`config.mk`:
```
export PLATFORM = sky130hd
export DESIGN_NAME = alu_op_sequencer
export DESIGN_NICKNAME = d
export VERILOG_FILES = /design/src/rtl/alu_op_sequencer.sv
export SDC_FILE = /design/constraint.sdc
export NUM_CORES = 1
export LEC_CHECK = 0
export CAP_MARGIN = 20
export CORE_UTILIZATION = 39
export DETAILED_ROUTE_END_ITERATION = 6
export PLACE_DENSITY = 0.86
export SETUP_SLACK_MARGIN = 0.15
export SLEW_MARGIN = 20
export SYNTH_ARGS = -nofsm -noshare
export SYNTH_HDL_FRONTEND = slang
export SYNTH_SLANG_ARGS = --single-unit
```
`constraint.sdc`:
```
create_clock -name CLK -period 1.55 [get_ports CLK]
set_clock_uncertainty 0.15 [all_clocks]
set_input_delay 0.465 -clock CLK [delete_from_list [all_inputs] [get_ports CLK]]
set_output_delay 0.465 -clock CLK [all_outputs]
set_load 0.01 [all_outputs]
```
`src/rtl/alu_op_sequencer.sv`:
```
// rtl/alu_op_sequencer.sv - request/response sequencer driving the combinational ALU, with multi-bit shifts built from single-bit passes
module alu_op_sequencer #(
  parameter int W  = 8,
  parameter int CW = 3
) (
  input  logic         CLK,
  input  logic         Reset_n,
  input  logic         req_valid,
  output logic         req_ready,
  input  logic [2:0]   req_op,
  input  logic [W-1:0] req_a,
  input  logic [W-1:0] req_b,
  output logic [2:0]   ALUOp,
  output logic [W-1:0] SrcA,
  output logic [W-1:0] SrcB,
  input  logic [W-1:0] Result,
  input  logic         N,
  input  logic         Z,
  output logic         rsp_valid,
  input  logic         rsp_ready,
  output logic [W-1:0] rsp_result,
  output logic         rsp_n,
  output logic         rsp_z,
  output logic         rsp_err,
  output logic         busy
);

  localparam logic [2:0] K_SLL = 3'd3;
  localparam logic [2:0] K_SRL = 3'd4;

  typedef enum logic [1:0] {IDLE, EXEC, DONE} state_t;

  state_t         state_q;
  logic [2:0]     op_q;
  logic [W-1:0]   acc_q;
  logic [W-1:0]   b_q;
  logic [CW-1:0]  cnt_q;
  logic [W-1:0]   res_q;
  logic           n_q;
  logic           z_q;
  logic           err_q;

  always_ff @(posedge CLK or negedge Reset_n) begin
    if (!Reset_n) begin
      state_q <= IDLE;
      op_q    <= '0;
      acc_q   <= '0;
      b_q     <= '0;
      cnt_q   <= '0;
      res_q   <= '0;
      n_q     <= 1'b0;
      z_q     <= 1'b0;
      err_q   <= 1'b0;
    end else begin
      case (state_q)
        IDLE: begin
          if (req_valid) begin
            op_q    <= req_op;
            acc_q   <= req_a;
            b_q     <= req_b;
            cnt_q   <= req_b[CW-1:0];
            state_q <= EXEC;
          end
        end
        EXEC: begin
          if (op_q > K_SRL) begin
            res_q   <= '0;
            n_q     <= 1'b0;
            z_q     <= 1'b0;
            err_q   <= 1'b1;
            state_q <= DONE;
          end else if (op_q == K_SLL || op_q == K_SRL) begin
            err_q <= 1'b0;
            if (cnt_q == '0) begin
              // Shift by zero never consults the ALU; flags are derived locally.
              res_q   <= acc_q;
              n_q     <= acc_q[W-1];
              z_q     <= (acc_q == '0);
              state_q <= DONE;
            end else begin
              acc_q <= Result;
              cnt_q <= cnt_q - CW'(1);
              if (cnt_q == CW'(1)) begin
                res_q   <= Result;
                n_q     <= N;
                z_q     <= Z;
                state_q <= DONE;
              end
            end
          end else begin
            res_q   <= Result;
            n_q     <= N;
            z_q     <= Z;
            err_q   <= 1'b0;
            state_q <= DONE;
          end
        end
        DONE: begin
          if (rsp_ready) state_q <= IDLE;
        end
        default: state_q <= IDLE;
      endcase
    end
  end

  assign req_ready  = (state_q == IDLE);
  assign busy       = (state_q != IDLE);
  assign rsp_valid  = (state_q == DONE);
  assign ALUOp      = op_q;
  assign SrcA       = acc_q;
  assign SrcB       = b_q;
  assign rsp_result = res_q;
  assign rsp_n      = n_q;
  assign rsp_z      = z_q;
  assign rsp_err    = err_q;

endmodule

```
Word level (Yosys, flattened, before mapping):

Index checks and enable logic that the tools add are counted.

* latch bits: 0
* memories kept: 0
* register bits: 35
* bits in writable memories: 0
* bits of input ports: 33
* output and inout bits: 33
* logic and storage cells: 63
* ROM bits: 0

* equality and inequality tests: 12
* reduce and logical (&&, ||, !) cells: 10
* $lt $le $gt $ge: 1
* div/mod/pow operators: 0
* shift-type cells: 0
* bitwise operators: 0
* multiply operators: 0
* muxes and demuxes: 30
* add/subtract/negate cells: 1

Operators with widths (number)
* two-way mux 8 bit: 8
* case mux 8 bit (2 select lines): 1
* two-way mux 2 bit: 6
* two-way mux 3 bit: 4
* two-way mux 1 bit: 9
* logical NOT 8 bit: 1
* inequality test 2 bit, second input constant: 4
* case mux 2 bit (3 select lines): 1
* case mux 3 bit (2 select lines): 1
* inequality test 5 bit, second input constant: 1
* AND reduction 5 bit: 1
* inequality test 4 x 2 -> 1 bit, second input constant: 1
* AND reduction 2 bit: 2
* nonzero test 2 bit: 2
* == test 3 x 1 -> 1 bit, second input constant: 1
* == test 3 x 2 -> 1 bit, second input constant: 1
* == test 3 bit, second input constant: 1
* greater-than comparator 3 bit, second input constant: 1
* logical NOT 3 bit: 1
* AND reduction 3 bit: 1
* subtractor 3 x 1 -> 3 bit, second input constant: 1
* == test 2 x 1 -> 1 bit, second input constant: 1
* == test 2 bit, second input constant: 1
* logical NOT 2 bit: 1
* other kinds (2): 2

Depth between registers and ports, before layout:

* depth in word-level cells: 6
* gate-level depth with buffers: 7
* mapped depth without buffers: 6

Least setup slack after synthesis:

OpenSTA, ideal clock, no wires.

* path type: register -> register
* from: register state_q[1]
* to: register op_q[0], in the netlist ALUOp[0]
* stages on the path, launching flop included: 5
* arrival time: 1.324 ns
* slack: -0.049 ns
* buffers on the path: 1
* data required time: 1.275 ns
* cells stage by stage: dfrtp_1 > nor2_1 > and2_1 > buf_2 > mux2_2

* cells in the longest elaborated chain, start to end: 2

Ends and longest elaborated chain
* start, declared: line 33 `state_t state_q;`
* start signal, assigned: line 45 `state_q <= IDLE;`
* start signal, assigned: line 62 `state_q <= EXEC;`
* start signal, assigned: line 71 `state_q <= DONE;`
* logical NOT 2 bit
* via req_ready: line 9 `output logic req_ready,`
* AND reduction 2 bit (no source line)
* end signal, assigned: line 58 `op_q <= req_op;`
* end, declared: line 34 `logic [2:0] op_q;`

The timed path passes the listed nets, and every way through them passes these cells.
A chain may end at the register's enable or synchronous reset.

Worst setup path in the final report:

* from: register op_q[1], in the netlist ALUOp[1]
* to: register cnt_q[1]

* cells in the longest elaborated chain, start to end: 4
* elaborated cells between the ends (all ways): 7
* classes of those cells: order compare (1); eq/ne (4); reduce/logical (2)

Ends and longest elaborated chain
* branches (longest 3 deep; another with greater-than comparator 3 bit)
* AND reduction 5 bit (no source line) *
* end signal, assigned: line 61 `cnt_q <= req_b[CW-1:0];`
* end signal, assigned: line 82 `cnt_q <= cnt_q - CW'(1);`
* end, declared: line 37 `logic [CW-1:0] cnt_q;`

Every way passes the cells marked *.

==> flow_summary_export.csv <==
group,metric,value,unit
drt,remaining_drc_errors,0,
setup_path,slowest_delay,0.39,ns
sta,final-max-slew-violation-count,0,
place,post-dp-hpwl,3.14,mm
sta,period_minus_slack,1.75,ns
synth,yosysTopAreaCell,"dfrtp_1",
global_routing,antenna_found_initial,0,
clock_tree,htree_num_levels,2,
synth,seq_area_frac_synth,51.9,%
power_and_ir_drop,p_per_area,2060,nW/um2
clock_tree,numCtsBuffers,5,
place,portBuffers,65,
global_routing,grt.overflow.total,0,
drt,first_iter_violations,40,
global_routing,top_usage_layer,"met2",
die,initial_utilization,41.3,%
setup_path,critPathMaxFanout,4,
setup_path,reg2regPathDepth,6,
sta,tightest_slew,0.458,ns
setup_path,critPathLaunchType,"flip-flop",
synth,synth_nets,176,
setup_path,critPathArrivalTime,1.80,ns
place,post-place-ws,-0.258,ns
global_routing,grt_pass1_vias,1547,
drt,routed_via_density,5.19,
die,coreArea,4090,um2
global_routing,met3_usage,5.24,%
power_and_ir_drop,p_leak,1.43,nW
synth,netlist_area,1690,um2
clock_tree,clockBufferDepth,2,
setup_path,cp_top_family,"simple AND/OR/NAND/NOR gates",
sta,setup_ws,-0.199,ns
drt,wirelength,5.07,mm
setup_path,timing.rr.end,"cnt_q[1]$_DFFE_PN0P_",
sta,fmax,0.572,GHz
sta,max-slew-margin-rel,69.2,%
global_routing,grt_pass1_wl,7.51,mm
power_and_ir_drop,ir_drop,0.889,mV
setup_path,cp_num_buf_inv,2,
setup_path,crit_top_cell,"buf_6",
global_routing,grtUsageTotal,22.7,%
cells_and_area,syn_to_final_growth,77.4,%
die,die-area,4590,um2
synth,avgSynthCellArea,12.0,um2
cells_and_area,num_antenna_cells,0,
clock_tree,cts_tree,"yes",
cells_and_area,final_util,73.2,%
drt,wl_per_cell,16.5,um
sta,hold_violations,0,
synth,synth_warnings,0,
sta,rsz0062_at_grt,"yes",
die,die_y,67.8,um
drt,num_vias,1592,
setup_path,worstSetupPathType,"flip-flop to flip-flop",
setup_path,required,1.60,ns
min_path,hold_start,"rsp_result[2]$_DFFE_PN0P_",
global_routing,grt_max_degree,36,
setup_path,cp_slowest_cell,"dfrtp_1",
clock_tree,cts_root_buf,"clkbuf_8",
setup_path,worstSetupEndpointType,"flip-flop",
sta,fin_crit_sh,113,%
sta,tns,-3.72,ns
sta,finalSetupViolations,31,
synth,synth_cells,140,
drt,drt-pass1-iter-count,4,
global_routing,grt_use_met1,27.5,%
cells_and_area,fin_nets,292,
synth,synth_cell_type_count,29,
setup_path,rr_startpoint,"ALUOp[1]$_DFFE_PN0P_",
synth,synth_top_area_share,51.9,%
run_status,violations,"setup timing",
cells_and_area,layout_common_cells,"dfrtp_1, buf_4, clkdlybuf4s50_1",
synth,synth-seq-cells,35,
run_status,outcome,"finished with violations",
setup_path,path_cells,"buf_6 -> and3b_2 -> o221ai_4 -> and2_4 -> buf_6 -> mux2i_1",
synth,synthTopCellsByArea,"dfrtp_1, mux2i_1, mux2_2, o2bb2ai_1, o21ai_0",
clock_tree,clock_sinks,35,
die,fp-row-count,23,
cells_and_area,drive_gt1_share,52.9,%
place,place.gp.congestion,0.772,
min_path,worstHoldEndpoint,"rsp_result[2]$_DFFE_PN0P_",
clock_tree,cts.clk_slew.worst_paths,0.07,ns
setup_path,setup.reg_to_reg.worst_slack,-0.20,ns
min_path,min_path_type,"flip-flop to flip-flop",
global_routing,grt_use_met2,38.6,%
clock_tree,clk_latency,0.29,ns
drt,antenna_left,0,
min_path,min_path_cells,1,
run,drv_cap,0,
die,dieWidth,67.8,um
die,pin_count,66,
## registers in the layout (all words and copies together), names as in the netlist
signal      cells
SrcA            8
SrcB            8
rsp_result      8
ALUOp           3
cnt_q           3
state_q         2
rsp_err         1
rsp_n           1
rsp_z           1
## layer usage
metal | vias to the layer above | wire (um)
li1 | 739 | -
met1 | 781 | 2020
met2 | 63 | 2680
met3 | 9 | 298
met4 | 0 | 79
met5 | - | 0
## layout make-up
type                       instances  area (um2)
clock buffer                       8         100
fill                             280        1090
inverter                           6        22.5
multi-input combinational         92         917
sequential                        35         878
tap                               50        62.6
timing repair buffer             116        1010
## worst max-delay path by stage
stage	start	endpoint	slack [ns]	cells past startpoint
final	ALUOp[1]$_DFFE_PN0P_	cnt_q[1]$_DFFE_PN0P_	-0.20	6
after global routing	ALUOp[2]$_DFFE_PN0P_	rsp_result[0]$_DFFE_PN0P_	-0.24	6
after CTS	ALUOp[1]$_DFFE_PN0P_	cnt_q[1]$_DFFE_PN0P_	-0.14	6
after detailed placement	req_valid	ALUOp[1]$_DFFE_PN0P_	-0.26	3
after global placement	req_valid	ALUOp[0]$_DFFE_PN0P_	-0.23	3
after floorplan	cnt_q[0]$_DFFE_PN0P_	cnt_q[0]$_DFFE_PN0P_	-0.01	7
## what timing repair did
item | in CTS | in global routing
resized for setup | 165 | 29
cloned | 2 | 1
pin swaps | 6 | 7
buffers inserted | 19 | 8
endpoints found under the hold margin | 35 | 0
endpoints found under the setup margin | 67 | 68
hold buffers | 1 | 0
## worst reg2reg max path, stage by stage, from the launching register on
cell,delay (ns)
dfrtp_1,0.39
buf_6,0.13
and3b_2,0.25
o221ai_4,0.23
and2_4,0.22
buf_6,0.10
mux2i_1,0.19
## cell usage after synthesis (all sizes together)
library cell	count
a221o	1
dfrtp	35
a31oi	1
and3b	1
nand3	9
o211a	1
and2	2
nand2	3
ha	3
mux2i	19
nand2b	1
nor3b	1
o22ai	1
nor2b	1
buf	8
mux2	11
o21ai	12
o221ai	1
o22a	1
or2b	1
a21oi	2
nor2	7
inv	6
o2bb2ai	10
or4	2
## metrics by stage
step / instances / power [mW] / hold slack (ns) / instance area (um2)
finish: 307 / 6.18 / 0.341 / 2990
global route: 307 / 6.55 / 0.354 / 2990
CTS: 299 / 5.66 / 0.338 / 2800
detailed placement: 269 / 4.57 / 0.290 / 2560
global placement: 269 / 4.49 / 0.288 / 2560
floorplan: 140 / 3.12 / 0.0194 / 1740
## kinds of logic (layout without fill, tap and decap cells)
family	after synthesis	after routing	share of synthesized area, %
flops	35	35	51.9
mux	30	30	18.6
fa+ha+maj	3	3	2.23
simple gates	28	29	9.57
buf+inv	14	130	4.97
compound gates	30	30	12.7
## report_power, final
part | internal, mW | switching [mW] | total (mW) | leakage, nW
logic | 2.14 | 1.61 | 3.75 | 0.953
clock network | 0.406 | 0.328 | 0.733 | 0.0515
registers | 1.35 | 0.340 | 1.69 | 0.427
(Power assumes the default switching activity.)
==> RTL edit (same settings) <==
Make the reset (`Reset_n`) synchronous in one clocked block.
--- a/src/rtl/alu_op_sequencer.sv
+++ b/src/rtl/alu_op_sequencer.sv
@@ -40,7 +40,7 @@
   logic           z_q;
   logic           err_q;
 
-  always_ff @(posedge CLK or negedge Reset_n) begin
+  always_ff @(posedge CLK) begin
     if (!Reset_n) begin
       state_q <= IDLE;
       op_q    <= '0;
Formal check against the unedited RTL: differs if Reset_n is asserted again (counterexample within 4 cycles, from zero or initial values and one cycle with Reset_n low); with Reset_n held inactive, the same outputs for 10 cycles.
==> RTL edit against the unedited design <==
- the run still ends with setup timing left
- maximum frequency rose by 5.5%
- sequential cell count stayed put
- area after synthesis rose by 0.96%
- routed wire length up 22%
- worst setup slack gained 92 ps
- cell area increased by 1.4%
- largest cell class is now multi-input combinational cells
- highest routed layer unchanged
Power is not compared: it rests on default switching activity, and its combinational part moved more than twofold at a synthesized area within 25%.
==> RTL edit: results (changes against the unedited design) <==
- Failing checks: setup timing
- Slew HR: 0.543 (-0.149)
- Startpoint of the worst-slack reg-to-reg timing path: ALUOp[1]$_SDFFE_PN0P_
- Final-report setup violation count: 24 (-23%)
- Post-synthesis average cell area: 10.0 sq um (-17%)
- Status: finished with violations
- Postcts setup bufs: 10 (-9)
- Area fraction in compound gates after synthesis: 0.267 (+0.140)
- Count of distinct cell types in the synthesized netlist: 36 (+24%)
- Worst slack at placement: -261 ps (-3.06 ps)
- Hold EP: SrcB[4]$_SDFFE_PN0P_
- Number of DRC markers in iteration 0: 119 (+200%)
- FFs w/ async S/R, synth: 0 (-1.00)
- Via count of the first global-routing pass: 1686 (+9.0%)
- Register area: 751 sq um (-15%)
- Sequential cell count: 35 (unchanged)
- Post-detailed-placement cell area: 2630 sq um (+2.9%)
- Fin worst setup slack: -108 ps (+91.6 ps)
- Clock-cell share of area: 0.0330 (-0.000469)
- Peak per-stage delay on the critical path: 370 ps (-20 ps)
- Highest-delay cell along the critical path: dfxtp_4
- Summed area of non-filler cells in the final layout: 3030 sq um (+1.4%)
- Synth Net Count: 206 (+17%)
- Most frequently used flop master after synthesis: dfxtp_1
- Via count: 1802 (+13%)
- Routability-driven placement congestion ratio: 0.862 (+12%)
- Leading cell types by count after synthesis: 35 x dfxtp_1, 24 x nand2_1, 18 x mux2i_1
- Number of multi-input combinational cells in the layout: 121 (+32%)
- Number of signal-net buffers in the layout: 110 (-5.2%)
RTL edit: how the worst max path moves through the flow:
stage / from / to / slack (ps) / cells after the start
floorplan: ALUOp[2]$_SDFFE_PN0P_ / SrcA[7]$_SDFFE_PN0P_ / 100 / 5
global placement: req_valid / SrcA[2]$_SDFFE_PN0P_ / -220 / 5
CTS: state_q[0]$_SDFFE_PN0P_ / busy / -30 / 3
finish: ALUOp[1]$_SDFFE_PN0P_ / rsp_result[4]$_SDFFE_PN0P_ / -110 / 6
global route: ALUOp[2]$_SDFFE_PN0P_ / rsp_result[3]$_SDFFE_PN0P_ / -150 / 6
detailed placement: req_valid / cnt_q[0]$_SDFFE_PN0P_ / -260 / 5
RTL edit: layer usage:
layer  vias up  part of all wire  GRT usage
li1        846                 -          -
met1       897              0.42      0.300
met4         0             0.014     0.0859
met3        11             0.043     0.0583
met2        48              0.53      0.423
met5         -                 0          0
